### config.mk
export PLATFORM = sky130hd
export DESIGN_NAME = noc_flit_injector
export DESIGN_NICKNAME = d
export VERILOG_FILES = /design/src/rtl/noc_pkg.sv /design/src/rtl/noc_sync_fifo.sv /design/src/rtl/noc_flit_injector.sv
export SDC_FILE = /design/constraint.sdc
export NUM_CORES = 1
export LEC_CHECK = 0
export CORE_MARGIN = 3
export CORE_UTILIZATION = 38
export DETAILED_ROUTE_END_ITERATION = 8
export GPL_TIMING_DRIVEN = 0
export PLACE_DENSITY = 0.54
export SLEW_MARGIN = 10
export SYNTH_ARGS = -nofsm -noshare
export SYNTH_HDL_FRONTEND = slang
export SYNTH_SLANG_ARGS = --single-unit
### constraint.sdc
create_clock -name clk -period 4 [get_ports clk]
set_input_delay 0.8 -clock clk [delete_from_list [all_inputs] [get_ports clk]]
set_output_delay 0.8 -clock clk [all_outputs]
set_load 0.05 [all_outputs]
### src/rtl/noc_pkg.sv
// rtl/noc_pkg.sv - shared NoC link defaults
// Purpose: flit width and router input-buffer depth defaults, plus the
//          credit-counter width helper shared by NoC link endpoints.
// Ports:   none (package).
package noc_pkg;

  localparam int NOC_FW = 36;
  localparam int NOC_B  = 4;

  // A counter that must hold every value 0..depth inclusive.
  function automatic int credit_width(input int depth);
    return $clog2(depth + 1);
  endfunction

endpackage

### src/rtl/noc_sync_fifo.sv
// rtl/noc_sync_fifo.sv - single-clock flit FIFO
// Purpose: small power-of-two-deep FIFO used on both ends of a NoC link.
//          Pushes into a full FIFO and pops from an empty FIFO are ignored.
//          rdata shows the head entry combinationally.
// Ports:   clk, rst (async active-high)
//          push, wdata        - write side
//          pop, rdata         - read side
//          count, full, empty - occupancy
module noc_sync_fifo #(
  parameter int  FW    = 36,
  parameter int  D     = 4,
  localparam int PW    = $clog2(D),
  localparam int CNT_W = $clog2(D + 1)
) (
  input  logic             clk,
  input  logic             rst,
  input  logic             push,
  input  logic             pop,
  input  logic [FW-1:0]    wdata,
  output logic [FW-1:0]    rdata,
  output logic [CNT_W-1:0] count,
  output logic             full,
  output logic             empty
);

  logic [FW-1:0] mem [D];
  logic [PW-1:0] wptr;
  logic [PW-1:0] rptr;
  logic          push_ok;
  logic          pop_ok;

  assign full    = (count == CNT_W'(D));
  assign empty   = (count == '0);
  assign push_ok = push && !full;
  assign pop_ok  = pop && !empty;
  assign rdata   = mem[rptr];

  // Storage is not reset: occupancy is tracked by count alone.
  always_ff @(posedge clk) begin
    if (push_ok) begin
      mem[wptr] <= wdata;
    end
  end

  // D is a power of two, so pointer overflow is the modulo-D wrap.
  always_ff @(posedge clk or posedge rst) begin
    if (rst) begin
      wptr  <= '0;
      rptr  <= '0;
      count <= '0;
    end else begin
      if (push_ok) begin
        wptr <= wptr + PW'(1);
      end
      if (pop_ok) begin
        rptr <= rptr + PW'(1);
      end
      case ({push_ok, pop_ok})
        2'b10:   count <= count + CNT_W'(1);
        2'b01:   count <= count - CNT_W'(1);
        default: count <= count;
      endcase
    end
  end

endmodule

### src/rtl/noc_flit_injector.sv
// rtl/noc_flit_injector.sv - credit-gated flit transmitter into a router port
// Purpose: buffers local packets (one flit each) in a FIFO and emits them to
//          a router input port as a one-cycle write strobe plus data, gated
//          by a credit counter mirroring the router's free buffer slots.
// Ports:   clk, rst (async active-high)
//          pkt_valid, pkt_data, pkt_ready - local packet handshake
//          flit_out_wr, flit_out          - registered flit strobe/data
//          credit_in                      - credit-return pulse from router
//          credit_avail                   - current credit count
//          fifo_empty                     - local FIFO holds no flits
//          err_credit_ovf                 - sticky credit-overflow error
//          sent_cnt, stall_cnt            - only with NOC_FLIT_INJECTOR_STATS_EN
// Config:  define NOC_FLIT_INJECTOR_STATS_EN to add the statistics counters.
module noc_flit_injector
  import noc_pkg::*;
#(
  parameter int  FW = NOC_FW,
  parameter int  B  = NOC_B,
  parameter int  D  = 4,
  localparam int CW = credit_width(B)
) (
  input  logic          clk,
  input  logic          rst,
  input  logic          pkt_valid,
  input  logic [FW-1:0] pkt_data,
  output logic          pkt_ready,
  output logic          flit_out_wr,
  output logic [FW-1:0] flit_out,
  input  logic          credit_in,
  output logic [CW-1:0] credit_avail,
  output logic          fifo_empty,
`ifdef NOC_FLIT_INJECTOR_STATS_EN
  output logic [31:0]   sent_cnt,
  output logic [31:0]   stall_cnt,
`endif
  output logic          err_credit_ovf
);

  localparam int CNT_W = $clog2(D + 1);

  logic             push;
  logic             pop;
  logic             fifo_full;
  logic             head_empty;
  logic [CNT_W-1:0] fifo_count;
  logic [FW-1:0]    head;
  logic [CW-1:0]    credit;

  // Readiness comes from registered occupancy only, so a full FIFO refuses
  // a packet even in a cycle where the head is leaving.
  assign pkt_ready    = !fifo_full;
  assign push         = pkt_valid && pkt_ready;
  assign pop          = !head_empty && (credit != '0);
  assign fifo_empty   = (fifo_count == '0);
  assign credit_avail = credit;

  noc_sync_fifo #(
    .FW (FW),
    .D  (D)
  ) u_fifo (
    .clk   (clk),
    .rst   (rst),
    .push  (push),
    .pop   (pop),
    .wdata (pkt_data),
    .rdata (head),
    .count (fifo_count),
    .full  (fifo_full),
    .empty (head_empty)
  );

  // Credit counter. A send and a returned credit in the same cycle cancel.
  // A return while already at B cannot correspond to any sent flit, so the
  // count is held and the error latches until reset.
  always_ff @(posedge clk or posedge rst) begin
    if (rst) begin
      credit         <= CW'(B);
      err_credit_ovf <= 1'b0;
    end else begin
      case ({pop, credit_in})
        2'b10: credit <= credit - CW'(1);
        2'b01: begin
          if (credit == CW'(B)) begin
            err_credit_ovf <= 1'b1;
          end else begin
            credit <= credit + CW'(1);
          end
        end
        default: credit <= credit;
      endcase
    end
  end

  // Output register: data holds its last value between strobes.
  always_ff @(posedge clk or posedge rst) begin
    if (rst) begin
      flit_out_wr <= 1'b0;
      flit_out    <= '0;
    end else begin
      flit_out_wr <= pop;
      if (pop) begin
        flit_out <= head;
      end
    end
  end

`ifdef NOC_FLIT_INJECTOR_STATS_EN
  // sent_cnt wraps naturally; stall_cnt saturates at all-ones.
  always_ff @(posedge clk or posedge rst) begin
    if (rst) begin
      sent_cnt  <= '0;
      stall_cnt <= '0;
    end else begin
      if (flit_out_wr) begin
        sent_cnt <= sent_cnt + 32'd1;
      end
      if (!fifo_empty && (credit == '0) && (stall_cnt != '1)) begin
        stall_cnt <= stall_cnt + 32'd1;
      end
    end
  end
`endif

endmodule
==> flow_metrics.py, run 1 <==
metrics = {
    "die": {
        "start_util": 0.396,
        "rows": 49,
        "die_h_um": 144,
        "dieWidth_um": 144,
        "io_pins": 83,
        "die_area_mm2": 0.0208,
        "core-area_mm2": 0.0183,
    },
    "final_layout": {
        "drive_gt1_frac": 0.281,
        "fillerInstances": 1522,
        "syn2layout_area_growth_pct": 24.7,
        "final_net_count": 483,
        "antenna_cells": 0,
        "layout.cells.most_common": "edfxtp_1",
        "final_cell_mix": "edfxtp_1, clkdlybuf4s50_1, dfrtp_1",
    },
    "logic_synthesis": {
        "synthCells": 331,
        "synth-seq-cells": 192,
        "syn_avg_cell_area_um2": 21.9,
        "syn_area_mm2": 0.00725,
        "seq_area_frac_synth": 0.762,
        "syn-num-nets": 378,
        "synth_flop_cell": "edfxtp_1",
        "async_flop_share": 0.250,
        "synth_warnings": 0,
        "yosysUniqueCellTypes": 35,
        "synth_edf_count": 144,
    },
    "outcome": {
        "status": "complete, no violations",
    },
    "worst_setup_path": {
        "crit_chain": "or3_4 > clkinv_2 > clkdlybuf4s50_1",
        "critPathSlowestCell": "clkdlybuf4s50_1",
        "critPathMaxFanout": 8,
        "reg2reg_to": "u_fifo.count[2]",
        "cp.required_ns": 3.20,
        "reg2reg_depth": 11,
        "cp_num_buf_inv": 2,
        "rrSetupSlack_ns": 1.53,
        "crit_family": "buffers and inverters",
        "r2r_start": "u_fifo.count[2]",
        "worst_ep_arrival_time_ns": 2.17,
        "end_kind": "primary output",
        "slowest_delay_ns": 0.81,
        "startpoint_type": "register",
        "critical_path_class": "register to primary output",
    },
    "global_route": {
        "overflow": 0,
        "grt_max_degree": 29,
        "grt_pass1_wl_um": 21700,
        "track_usage": 0.144,
        "antenna_found_initial": 0,
        "grt_pass1_vias": 3804,
    },
    "hold_path": {
        "hold_path.class": "register to register",
        "min_from": "err_credit_ovf",
        "worstHoldEndpoint": "err_credit_ovf",
        "min_delay_path_depth": 1,
    },
    "clock_network": {
        "cts_tree": "built",
        "htreeDepth": 4,
        "cts.sinks": 192,
        "cts_resized": 0,
        "cts.clk_slew.worst_paths_ns": 0.07,
        "cts_hold_buf": 0,
        "cts_buffers": 17,
        "cts.path.max_buffers": 2,
        "cts_root_buf": "clkbuf_16",
        "post_cts_buffers": 0,
        "clock_latency_ns": 0.43,
    },
    "sta": {
        "fin_tns_setup_ns": 0,
        "rsz0062_at_grt": "false",
        "slew_violations": 0,
        "maxClockFrequency_ghz": 0.337,
        "tightest_slew_ns": 0.734,
        "relSlewSlack": 0.511,
        "fin_worst_skew_ns": 0.0109,
        "finalSetupViolCount": 0,
        "post-route-period-util": 0.742,
        "layout_min_cycle_time_ns": 2.97,
        "hold_viol": 0,
    },
    "detailed_routing": {
        "met2WireLength_um": 6880,
        "drc": 0,
        "highest_layer": "met4",
        "postRouteAntennaNets": 0,
        "drt_iter0_drc": 166,
        "routed_wl_um": 13900,
        "met3_length_um": 672,
        "drt_pass1_iterations": 4,
        "wire_per_inst_um": 20.5,
        "vias": 3451,
        "via_per_inst": 5.09,
        "met1Wirelength_um": 6190,
    },
    "placed_design": {
        "port_buffers": 81,
        "globalplace.congestion": 0.709,
        "hpwlAfterDp_um": 8550,
    },
    "pwr": {
        "leakagePower_nw": 3.18,
        "p_total_mw": 7.87,
        "powerDensity_mw_per_mm2": 870,
        "ir_worst_vdd_mv": 0.406,
    },
    "job": {
        "cap_violations": 0,
    },
}
==> worst reg2reg max path: cells and delay by family (launching register included) <==
kind / cells / cell delay [ns]
XOR/XNOR: 2 / 0.32
adder cells (fa/ha/maj): 2 / 0.58
AND/OR/NAND/NOR: 3 / 0.51
flip-flops: 1 / 0.40
buffers and inverters: 4 / 0.57
==> through the flow <==
stage	hold WS [ns]	util	std cells	cell area, um2	setup WS (ns)
after detailed placement	0.457	0.462	646	8470	1.34
final	0.468	0.493	678	9040	1.03
after global placement	0.457	0.456	641	8350	0.489
after CTS	0.478	0.493	678	9040	1.00
after floorplan	0.464	-	331	7250	1.59
after global routing	0.506	0.493	678	9040	0.940
==> routing by layer <==
| layer | GRT usage | vias to the layer above |
|---|---|---|
| li1 | - | 1539 |
| met3 | 0.0413 | 15 |
| met5 | 0 | - |
| met4 | 0.0398 | 0 |
| met2 | 0.232 | 82 |
| met1 | 0.194 | 1815 |
==> flip-flops by register name (all words and copies together) (netlist names) <==
| name | cells |
|---|---|
| flit_out | 36 |
| u_fifo.rptr | 2 |
| credit_avail | 3 |
| err_credit_ovf | 1 |
| u_fifo.count | 3 |
| u_fifo.mem | 144 |
| flit_out_wr | 1 |
| u_fifo.wptr | 2 |
==> worst max path at each step <==
stage | depth (start not counted) | end | slack, ns | from
finish | 3 | fifo_empty | 1.03 | u_fifo.count[0]
global route | 3 | fifo_empty | 0.94 | u_fifo.count[0]
CTS | 3 | fifo_empty | 1.00 | u_fifo.count[0]
detailed placement | 9 | u_fifo.count[2] | 1.34 | pkt_valid
global placement | 2 | u_fifo.mem[0][17] | 0.49 | pkt_valid
floorplan | 10 | u_fifo.count[2] | 1.59 | u_fifo.count[0]
==> cell usage after synthesis, types with 2 or more instances <==
master    instances  area share
and2_1            3      0.0026
and3_1            5      0.0043
buf_2             5      0.0034
buf_4             3      0.0031
clkbuf_1          3      0.0016
dfrtp_1          47        0.16
edfxtp_1        144        0.60
fa_1              2      0.0055
ha_1              5      0.0086
inv_1             7      0.0036
mux2_2           30       0.047
mux2_4            7       0.014
mux4_2           36        0.11
nand2_1           2      0.0010
nor2_1            4      0.0021
o21ai_0           4      0.0028
xnor2_1           3      0.0036
xor2_1            4      0.0048
==> power by group <==
part           switching, mW  total (mW)  internal, mW
Combinational           1.81        3.24          1.43
Sequential             0.228        2.98          2.75
Clock                  0.724        1.65         0.927
==> kinds of logic after synthesis <==
group	share of synthesized area
DFF	0.762
muxes	0.174
buffers and inverters	0.0160
and+or+nand+nor	0.0155
AOI/OAI and AO/OA	0.00966
xor gates and xnor gates	0.00845
adders and majority gates	0.0141
==> area by class of cell <==
type / instances / area (um2) / area share
plain buffers: 13 / 85.1 / 0.00941
clock buffers: 20 / 437 / 0.0483
clock inverters: 12 / 135 / 0.0149
inverters: 8 / 31.3 / 0.00346
multi-input cells: 118 / 1620 / 0.179
flip-flops and latches: 192 / 5530 / 0.611
well taps: 229 / 287 / 0.0317
repair buffers: 86 / 926 / 0.102
Power figures use the tool's default switching activity.
==> run 2: changes to the inputs <==
clock period = 2.85 ns   (was 4 ns; I/O delays follow)
==> results of run 2 <==
The final DEF is identical to that of run 1. Status: complete, no violations.
Among the figures that moved: setup slack after placement 1.34 ns -> 0.370 ns; setup slack after layout 1.03 ns -> 0.113 ns; register-to-register setup slack 1.53 ns -> 0.38 ns; total power 7.87 mW -> 11.0 mW; worst IR drop on VDD 0.406 mV -> 0.570 mV
==> run 3: changes to the inputs <==
GPL_ROUTABILITY_DRIVEN = 0   (was default)
PLACE_DENSITY = 0.67   (was 0.54)
==> flow_metrics.py, run 3 (synthesized netlist as in run 1, its figures left out) <==
metrics = {
    "outcome": {
        "status": "complete, no violations",
    },
    "sta": {
        "fin_worst_skew_ns": 0.0136,
        "rsz0062_at_grt": "false",
        "post-route-period-util": 0.961,
        "slew_violations": 0,
        "layout_min_cycle_time_ns": 2.74,
        "finalSetupViolCount": 0,
        "maxClockFrequency_ghz": 0.365,
        "tightest_slew_ns": 0.728,
        "relSlewSlack": 0.515,
        "hold_viol": 0,
        "fin_tns_setup_ns": 0,
    },
    "clock_network": {
        "cts_tree": "built",
        "cts_hold_buf": 0,
        "cts.clk_slew.worst_paths_ns": 0.07,
        "cts.sinks": 192,
        "cts_resized": 0,
        "cts.path.max_buffers": 2,
        "cts_root_buf": "clkbuf_16",
        "htreeDepth": 4,
        "cts_buffers": 17,
        "post_cts_buffers": 0,
        "clock_latency_ns": 0.42,
    },
    "job": {
        "cap_violations": 0,
    },
    "detailed_routing": {
        "wire_per_inst_um": 19.5,
        "drt_pass1_iterations": 4,
        "vias": 3422,
        "via_per_inst": 5.05,
        "drt_iter0_drc": 178,
        "routed_wl_um": 13300,
        "postRouteAntennaNets": 0,
        "drc": 0,
    },
    "die": {
        "rows": 49,
        "start_util": 0.396,
        "core-area_mm2": 0.0183,
        "die_h_um": 144,
        "die_area_mm2": 0.0208,
        "dieWidth_um": 144,
        "io_pins": 83,
    },
    "worst_setup_path": {
        "critical_path_class": "register to primary output",
        "critPathSlowestCell": "clkdlybuf4s50_1",
        "r2r_start": "u_fifo.count[2]",
        "crit_chain": "or3_4 > clkinv_2 > clkdlybuf4s50_1",
        "startpoint_type": "register",
        "crit_end": "fifo_empty",
        "cp.required_ns": 2.28,
        "end_kind": "primary output",
        "reg2reg_depth": 11,
        "rrSetupSlack_ns": 0.40,
        "slowest_delay_ns": 0.81,
        "worst_ep_arrival_time_ns": 2.17,
        "reg2reg_to": "u_fifo.count[2]",
        "critPathMaxFanout": 8,
        "critPathLaunch": "u_fifo.count[0]",
    },
    "pwr": {
        "p_total_mw": 11.2,
        "powerDensity_mw_per_mm2": 1230,
        "ir_worst_vdd_mv": 0.500,
        "leakagePower_nw": 3.20,
    },
    "final_layout": {
        "largestRegisters": "u_fifo.mem x144, flit_out x36",
        "drive_gt1_frac": 0.287,
        "final_cell_mix": "edfxtp_1, clkdlybuf4s50_1, dfrtp_1",
        "layout.cells.most_common": "edfxtp_1",
        "syn2layout_area_growth_pct": 25.3,
        "largest_reg_flops": 144,
        "finalNonFillerCells": 678,
        "final_net_count": 483,
        "fillerInstances": 1484,
        "regMostFlops": "u_fifo.mem",
        "final_util": 0.496,
        "antenna_cells": 0,
    },
    "global_route": {
        "antenna_found_initial": 1,
        "grt_util_met1": 0.180,
        "track_usage": 0.137,
        "grt_pass1_wl_um": 21000,
        "top_usage_layer": "met2",
        "gr-usage-met3": 0.0407,
        "grtUsageMet2": 0.225,
        "overflow": 0,
        "grt_max_degree": 26,
        "grt_pass1_vias": 3682,
    },
    "placed_design": {
        "port_buffers": 81,
        "hpwlAfterDp_um": 8470,
        "placed_cells": 646,
    },
    "hold_path": {
        "hold_path.class": "register to register",
    },
}
[run 3: cell types whose count changed in the layout (fill, tap and decap cells not counted)]
cell	previous run	this run
buf_12	3	5
clkbuf_1	6	3
clkinvlp_4	3	2
bufinv_16	2	4
inv_6	2	5
buf_16	2	0
clkinv_4	1	2
inv_8	1	0
clkinv_2	4	3
[run 3: through the flow]
step	area (um2)	setup WS, ns	hold slack, ns
floorplan	7250	0.437	0.464
global placement	8350	-0.324	0.452
finish	9090	0.110	0.490
CTS	9090	0.0828	0.493
global route	9090	0.0288	0.510
detailed placement	8460	0.415	0.479
[run 3: critical path, delay by kind of cell, from the launching register on]
kind	cells	cell delay, ns
buffers and inverters	2	0.93
flip-flops	1	0.41
AND/OR/NAND/NOR	1	0.42
[run 3: final cells by class]
cell class | count | area (um2) | area share
clock inverter | 15 | 206 | 0.0227
sequential | 192 | 5530 | 0.608
multi-input combinational | 118 | 1620 | 0.178
buffer | 13 | 85.1 | 0.00936
inverter | 8 | 31.3 | 0.00344
tap | 229 | 287 | 0.0315
timing repair buffer | 86 | 911 | 0.100
clock buffer | 17 | 425 | 0.0468
[run 3: worst min path at each step]
stage | slack [ns] | cells after the start | end | startpoint
floorplan | 0.46 | 1 | u_fifo.count[2] | u_fifo.count[2]
global placement | 0.45 | 1 | err_credit_ovf | err_credit_ovf
detailed placement | 0.48 | 1 | err_credit_ovf | err_credit_ovf
CTS | 0.49 | 1 | err_credit_ovf | err_credit_ovf
global route | 0.51 | 1 | err_credit_ovf | err_credit_ovf
finish | 0.49 | 1 | err_credit_ovf | err_credit_ovf
[run 3: power by group]
part	switching (mW)	leakage (nW)	internal, mW
Clock	1.03	0.305	1.48
Combinational	2.51	1.02	1.99
Sequential	0.320	1.88	3.86
[run 3: per-layer routing]
metal,vias up,wire length [um]
met5,-,9
met4,2,132
met3,12,610
met2,74,6660
met1,1792,5840
li1,1542,-
